$ cat config.mk
export PLATFORM = sky130hd
export DESIGN_NAME = operand_forward_ctrl
export DESIGN_NICKNAME = d
export VERILOG_FILES = /design/src/rtl/pipeline_pkg.sv /design/src/rtl/forward_select.sv /design/src/rtl/operand_forward_ctrl.sv
export SDC_FILE = /design/constraint.sdc
export NUM_CORES = 1
export LEC_CHECK = 0
export CAP_MARGIN = 20
export CORE_MARGIN = 1
export CORE_UTILIZATION = 51
export DETAILED_ROUTE_END_ITERATION = 8
export PLACE_DENSITY_LB_ADDON = 0.3
export SLEW_MARGIN = 20
export SYNTH_ARGS = -nofsm -noshare
export SYNTH_HDL_FRONTEND = slang
export SYNTH_SLANG_ARGS = --single-unit
export TNS_END_PERCENT = 1
$ cat constraint.sdc
create_clock -name clk -period 3.1 [get_ports clk]
set_clock_uncertainty 0.15 [all_clocks]
set_input_delay 0.93 -clock clk [delete_from_list [all_inputs] [get_ports clk]]
set_output_delay 0.93 -clock clk [all_outputs]
set_load 0.05 [all_outputs]
$ cat src/rtl/pipeline_pkg.sv
// Shared types for the pipeline hazard/forwarding logic: mux selection codes
// and the per-stage destination tag.
package pipeline_pkg;

  // Tag rd storage is wide enough for any supported REG_ADDR_W (<= 8).
  localparam int TAG_RD_W = 8;

  typedef enum logic [1:0] {
    FWD_REGFILE = 2'd0,
    FWD_MEM     = 2'd1,
    FWD_WB      = 2'd2
  } forward_sel_t;

  typedef struct packed {
    logic                valid;
    logic [TAG_RD_W-1:0] rd;
    logic                reg_write;
    logic                is_load;
  } stage_tag_t;

  // True when the stage will write register r.
  function automatic logic tag_writes(input stage_tag_t t, input logic [TAG_RD_W-1:0] r);
    return t.valid & t.reg_write & (t.rd == r);
  endfunction

endpackage

$ cat src/rtl/forward_select.sv
// Operand source selection for one ALU input: youngest matching producer wins,
// x0 and unused sources always read the register file.
module forward_select
  import pipeline_pkg::*;
#(
  parameter int REG_ADDR_W = 5
) (
  input  logic [REG_ADDR_W-1:0] src_i,
  input  logic                  use_i,
  input  stage_tag_t            mem_tag_i,
  input  stage_tag_t            wb_tag_i,
  output forward_sel_t          sel_o
);

  logic [TAG_RD_W-1:0] src_ext;

  assign src_ext = TAG_RD_W'(src_i);

  always_comb begin
    sel_o = FWD_REGFILE;
    if (use_i && (src_ext != '0)) begin
      if (tag_writes(mem_tag_i, src_ext)) begin
        sel_o = FWD_MEM;
      end else if (tag_writes(wb_tag_i, src_ext)) begin
        sel_o = FWD_WB;
      end else begin
        sel_o = FWD_REGFILE;
      end
    end else begin
      sel_o = FWD_REGFILE;
    end
  end

endmodule

$ cat src/rtl/operand_forward_ctrl.sv
// Hazard and forwarding controller for the 5-stage pipeline: tracks EX/MEM/WB
// destination tags, drives operand mux selections, load-use stall and flush.
module operand_forward_ctrl
  import pipeline_pkg::*;
#(
  parameter int REG_ADDR_W  = 5,
  parameter int STALL_CNT_W = 32
) (
  input  logic                   clk,
  input  logic                   reset,
  input  logic                   id_valid,
  input  logic [REG_ADDR_W-1:0]  id_rs1,
  input  logic [REG_ADDR_W-1:0]  id_rs2,
  input  logic [REG_ADDR_W-1:0]  id_rd,
  input  logic                   id_reg_write,
  input  logic                   id_uses_rs1,
  input  logic                   id_uses_rs2,
  input  logic                   id_is_load,
  input  logic                   ex_branch_taken,
  output logic [1:0]             fwd_sel_a,
  output logic [1:0]             fwd_sel_b,
  output logic                   stall_fd,
  output logic                   flush_fd,
  output logic [STALL_CNT_W-1:0] stall_count
);

  stage_tag_t             ex_tag_q, ex_tag_d;
  stage_tag_t             mem_tag_q, mem_tag_d;
  stage_tag_t             wb_tag_q, wb_tag_d;
  logic [REG_ADDR_W-1:0]  ex_rs1_q, ex_rs1_d;
  logic [REG_ADDR_W-1:0]  ex_rs2_q, ex_rs2_d;
  logic                   ex_uses_rs1_q, ex_uses_rs1_d;
  logic                   ex_uses_rs2_q, ex_uses_rs2_d;
  logic [STALL_CNT_W-1:0] stall_cnt_q, stall_cnt_d;

  logic                   load_use;
  logic                   rs1_hit;
  logic                   rs2_hit;
  forward_sel_t           sel_a;
  forward_sel_t           sel_b;

  assign rs1_hit  = id_uses_rs1 & (TAG_RD_W'(id_rs1) == ex_tag_q.rd);
  assign rs2_hit  = id_uses_rs2 & (TAG_RD_W'(id_rs2) == ex_tag_q.rd);
  assign load_use = id_valid & ex_tag_q.valid & ex_tag_q.is_load & ex_tag_q.reg_write
                  & (ex_tag_q.rd != '0) & (rs1_hit | rs2_hit);

  // A redirect squashes the stalled consumer anyway, so flush overrides stall.
  assign flush_fd    = ex_branch_taken;
  assign stall_fd    = load_use & ~ex_branch_taken;
  assign stall_count = stall_cnt_q;
  assign fwd_sel_a   = sel_a;
  assign fwd_sel_b   = sel_b;

  forward_select #(.REG_ADDR_W(REG_ADDR_W)) u_sel_a (
    .src_i     (ex_rs1_q),
    .use_i     (ex_uses_rs1_q),
    .mem_tag_i (mem_tag_q),
    .wb_tag_i  (wb_tag_q),
    .sel_o     (sel_a)
  );

  forward_select #(.REG_ADDR_W(REG_ADDR_W)) u_sel_b (
    .src_i     (ex_rs2_q),
    .use_i     (ex_uses_rs2_q),
    .mem_tag_i (mem_tag_q),
    .wb_tag_i  (wb_tag_q),
    .sel_o     (sel_b)
  );

  always_comb begin
    mem_tag_d     = ex_tag_q;
    wb_tag_d      = mem_tag_q;
    ex_tag_d      = '0;
    ex_rs1_d      = '0;
    ex_rs2_d      = '0;
    ex_uses_rs1_d = 1'b0;
    ex_uses_rs2_d = 1'b0;
    if (flush_fd || stall_fd) begin
      ex_tag_d = '0;
    end else begin
      ex_tag_d.valid     = id_valid;
      ex_tag_d.rd        = TAG_RD_W'(id_rd);
      ex_tag_d.reg_write = id_reg_write;
      ex_tag_d.is_load   = id_is_load;
      ex_rs1_d           = id_rs1;
      ex_rs2_d           = id_rs2;
      ex_uses_rs1_d      = id_uses_rs1;
      ex_uses_rs2_d      = id_uses_rs2;
    end
    if (stall_fd && (stall_cnt_q != '1)) begin
      stall_cnt_d = stall_cnt_q + STALL_CNT_W'(1);
    end else begin
      stall_cnt_d = stall_cnt_q;
    end
  end

  always_ff @(posedge clk or posedge reset) begin
    if (reset) begin
      ex_tag_q      <= '0;
      mem_tag_q     <= '0;
      wb_tag_q      <= '0;
      ex_rs1_q      <= '0;
      ex_rs2_q      <= '0;
      ex_uses_rs1_q <= 1'b0;
      ex_uses_rs2_q <= 1'b0;
      stall_cnt_q   <= '0;
    end else begin
      ex_tag_q      <= ex_tag_d;
      mem_tag_q     <= mem_tag_d;
      wb_tag_q      <= wb_tag_d;
      ex_rs1_q      <= ex_rs1_d;
      ex_rs2_q      <= ex_rs2_d;
      ex_uses_rs1_q <= ex_uses_rs1_d;
      ex_uses_rs2_q <= ex_uses_rs2_d;
      stall_cnt_q   <= stall_cnt_d;
    end
  end

endmodule

==> summary.txt <==
Run status
  – Status: completed

Place
  – GP Congestion: 0.775
  – Input/output buffers: 60
  – Hpwl dp: around 4.8 mm
  – Placed Cells: 399

Timing
  – RSZ-0062 raised after global routing: true
  – Max Transition Viols Final: 0
  – Crit path time final: 3.10 ns
  – Fmax achieved: 323 MHz
  – Hold Fails Final Rpt: 0
  – Setup Viol. Count Final: 0
  – Slew @ Worst Pin: 0.689 ns
  – Rel. slew slack: a little over half
  – Final Cycle Share: 99.9%

Floorplanning
  – Core area: 0.00561 mm2
  – Die area: 0.00624 mm2
  – Die Ht: a little under 80 um
  – I/O pin count: 61
  – Initial core utilization: 53.9%
  – Die Wd: 79.0 um
  – Standard-cell rows: 27

Global routing
  – Largest net degree at the start of global routing: 59
  – First-pass GRT wire length: 11.0 mm
  – GRT Total Usage: a little under a quarter
  – Grt ovf: 0
  – Antenna violations before repair: 0
  – Vias in the first global route: 2235

Detailed routing
  – Vias per cell: about 5.4
  – Routed wire length: 6.44 mm
  – Initial DRT Pass Iterations: 4
  – Antenna-violating nets left: 0
  – Iter 0 DRT Violations: 136
  – Avg WL per Cell: ~16 um
  – DRC errors left: 0
  – Vias: around 2200

Critical path
  – Required @ worst endpoint: 2.02 ns
  – CP Max Fanout: 2
  – Kind of critical path: input pin to primary output
  – Setup crit start: id_uses_rs2
  – Critical path launch point type: input pin
  – Reg-to-reg endpoint: stall_count[1]$_DFFE_PP0P_
  – CP peak stage delay: 0.47 ns
  – Reg2Reg Depth: 6
  – Top cell family by delay on the critical path: buffers and inverters
  – Cell-by-cell trace of the critical path: clkdlybuf4s50_1 > nand2_1 > o22ai_2 > and2_4 > buf_12
  – R2r startpoint: stall_count[12]$_DFFE_PP0P_
  – Crit path to: stall_fd
  – Arrival @ worst endpoint: approximately 2 ns
  – Slowest cell on the critical path: clkdlybuf4s50_1
  – Worst Path Buf+Inv: 2
  – WP depth: 5
  – Reg2reg setup slack: 0.72 ns
  – Crit path capture type: primary output

Synthesis
  – Yosys warns: 0
  – Syn avg cell area: 11.4 um2
  – Sequential share of the synthesized area: 54.6%
  – Post-synth design cell area: 0.00302 mm2
  – Mapped Cells: 265
  – Biggest area consumer among synthesized cells: dfrtp_1
  – Synth area leaders: dfrtp_1 55%, xnor2_1 11%, xor2_1 6.1%
  – Syn nets: 289
  – Share of the synthesized area in the top cell type: a little over half
  – FF+latch count, synth: between 60 and 70
  – Unique masters post-synth: 35

Layout
  – Commonest non-fill, non-tap cell in the layout: dfrtp_1
  – Layout cells sized above 1: 12.1%
  – Finished Layout Cells: 411
  – Area growth from synthesis to layout: 30.0%
  – Commonest cells after routing, fill and taps aside: 66 x dfrtp_1, 43 x clkdlybuf4s50_1, 37 x xnor2_1
  – Final Net Count: 363
  – Ant diodes: 0

Clock tree
  – Total CTS buffers: 9
  – CTS Buffer Depth: 2
  – CTS root buf: clkbuf_8
  – CTS tree: done
  – Clock-pin slew on the worst setup and hold paths: 0.06 ns
  – Clock latency on the worst-skew pair: 0.34 ns
  – H-tree levels: 3
  – Clock Sinks: 66

Power
  – Power, Total: 0.00158 W
  – Pleak: 1.74 nW
  – Maximum VDD drop: 0.000260 V
  – Pwr Density: 401 mW/mm2

Run
  – Max Cap Viol: 0

Worst hold path
  – Worst hold path type: flip-flop to flip-flop
flip-flops by register name, indices dropped and copies added (netlist names):
name           count
ex_uses_rs1_q      1
ex_rs2_q           5
ex_uses_rs2_q      1
wb_tag_q           7
ex_rs1_q           5
mem_tag_q          7
ex_tag_q           8
stall_count       32
routing by layer:
layer | GRT usage, % | routed length (um)
met1 | 33.1 | 3080
met2 | 35.4 | 2980
met3 | 5.06 | 245
met4 | 11.1 | 136
met5 | 0 | 0
logic make-up (layout without fill, tap and decap cells):
family          Yosys count  in the layout  share of synthesized area, %
xor+xnor                 59             59                          17.1
flops                    66             66                          54.6
fa+ha+maj                 1              1                         0.414
buf+inv                  12             86                          1.74
compound gates           11             11                          3.44
mux                       1              1                         0.372
simple gates            115            115                          22.3
layout make-up:
| type | count | area [um2] |
|---|---|---|
| Fill cell | 453 | 1680 |
| Sequential cell | 66 | 1650 |
| Multi-Input combinational cell | 187 | 1340 |
| Timing Repair Buffer | 68 | 684 |
| Clock buffer | 9 | 124 |
| Tap cell | 72 | 90.1 |
| Inverter | 7 | 26.3 |
| Clock inverter | 2 | 10.0 |
timing repair:
action | in CTS | in global routing
endpoints found under the setup margin | 1 | 2
setup buffers | 1 | 0
cloned | 0 | 0
hold buffers | 0 | 0
pin swaps | 7 | 0
resized for setup | 17 | 2
cell usage after synthesis:
library cell and instances:
xor2_1 21, nand3_2 2, clkbuf_1 3, nand3_1 16
mux2_2 1, inv_1 7, o21a_1 2, nand2_1 12
a2111o_1 1, nor3_2 1, o21ai_0 2, nand3_4 1
o221ai_1 1, nor4b_1 1, dfrtp_1 66, ha_1 1
xnor2_1 38, and3_1 7, nor2b_1 1, a2111oi_4 1
nor2_4 1, and2_2 1, nand4_1 15, nand4_4 1
nor4_2 1, a21oi_1 2, or4_1 2, a221oi_1 1
and2_1 20, and2_0 1, nor3_1 10, nor2_1 15
buf_4 2, nor4_1 7, o22ai_2 1
worst reg2reg max path, cell delays in order, from the launching register on:
cell     delay, ns
dfrtp_1       0.43
nand3_1       0.29
nor4_1        0.44
nand3_1       0.22
nand3_2       0.24
buf_4         0.18
mux2_2        0.32
metrics by stage:
step	worst slack (ns)	cell area, um2	setup TNS, ns	utilization, %	hold WS (ns)
2_1_floorplan	0.0585	3020	0	-	0.197
3_3_place_gp	-0.265	3770	-1.24	67.3	0.202
3_5_place_dp	-0.334	3770	-3.26	67.3	0.214
4_1_cts	0.000329	3920	0	69.9	0.228
5_1_grt	-0.0204	3930	-0.0204	70.1	0.246
6_report	0.00260	3930	0	70.1	0.229
how the worst min path moves through the flow:
stage | startpoint | endpoint | slack (ns) | cells past startpoint
after floorplan | mem_tag_q[1]$_DFF_PP0_ | wb_tag_q[1]$_DFF_PP0_ | 0.20 | 0
after global placement | mem_tag_q[10]$_DFF_PP0_ | wb_tag_q[10]$_DFF_PP0_ | 0.20 | 0
after detailed placement | ex_tag_q[1]$_DFF_PP0_ | mem_tag_q[1]$_DFF_PP0_ | 0.21 | 0
after CTS | ex_tag_q[1]$_DFF_PP0_ | mem_tag_q[1]$_DFF_PP0_ | 0.23 | 0
after global routing | ex_tag_q[1]$_DFF_PP0_ | mem_tag_q[1]$_DFF_PP0_ | 0.25 | 0
final | ex_tag_q[1]$_DFF_PP0_ | mem_tag_q[1]$_DFF_PP0_ | 0.23 | 0
where the power goes:
| part | switching [W] | internal (W) | leakage, nW | total (W) |
|---|---|---|---|---|
| logic | 0.0000548 | 0.0000630 | 0.800 | 0.000118 |
| clock network | 0.000286 | 0.000264 | 0.0725 | 0.000550 |
| registers | 0.0000240 | 0.000884 | 0.870 | 0.000908 |
| total | 0.000365 | 0.00121 | 1.74 | 0.00158 |
No activity file was read; power rests on OpenSTA's default activity.
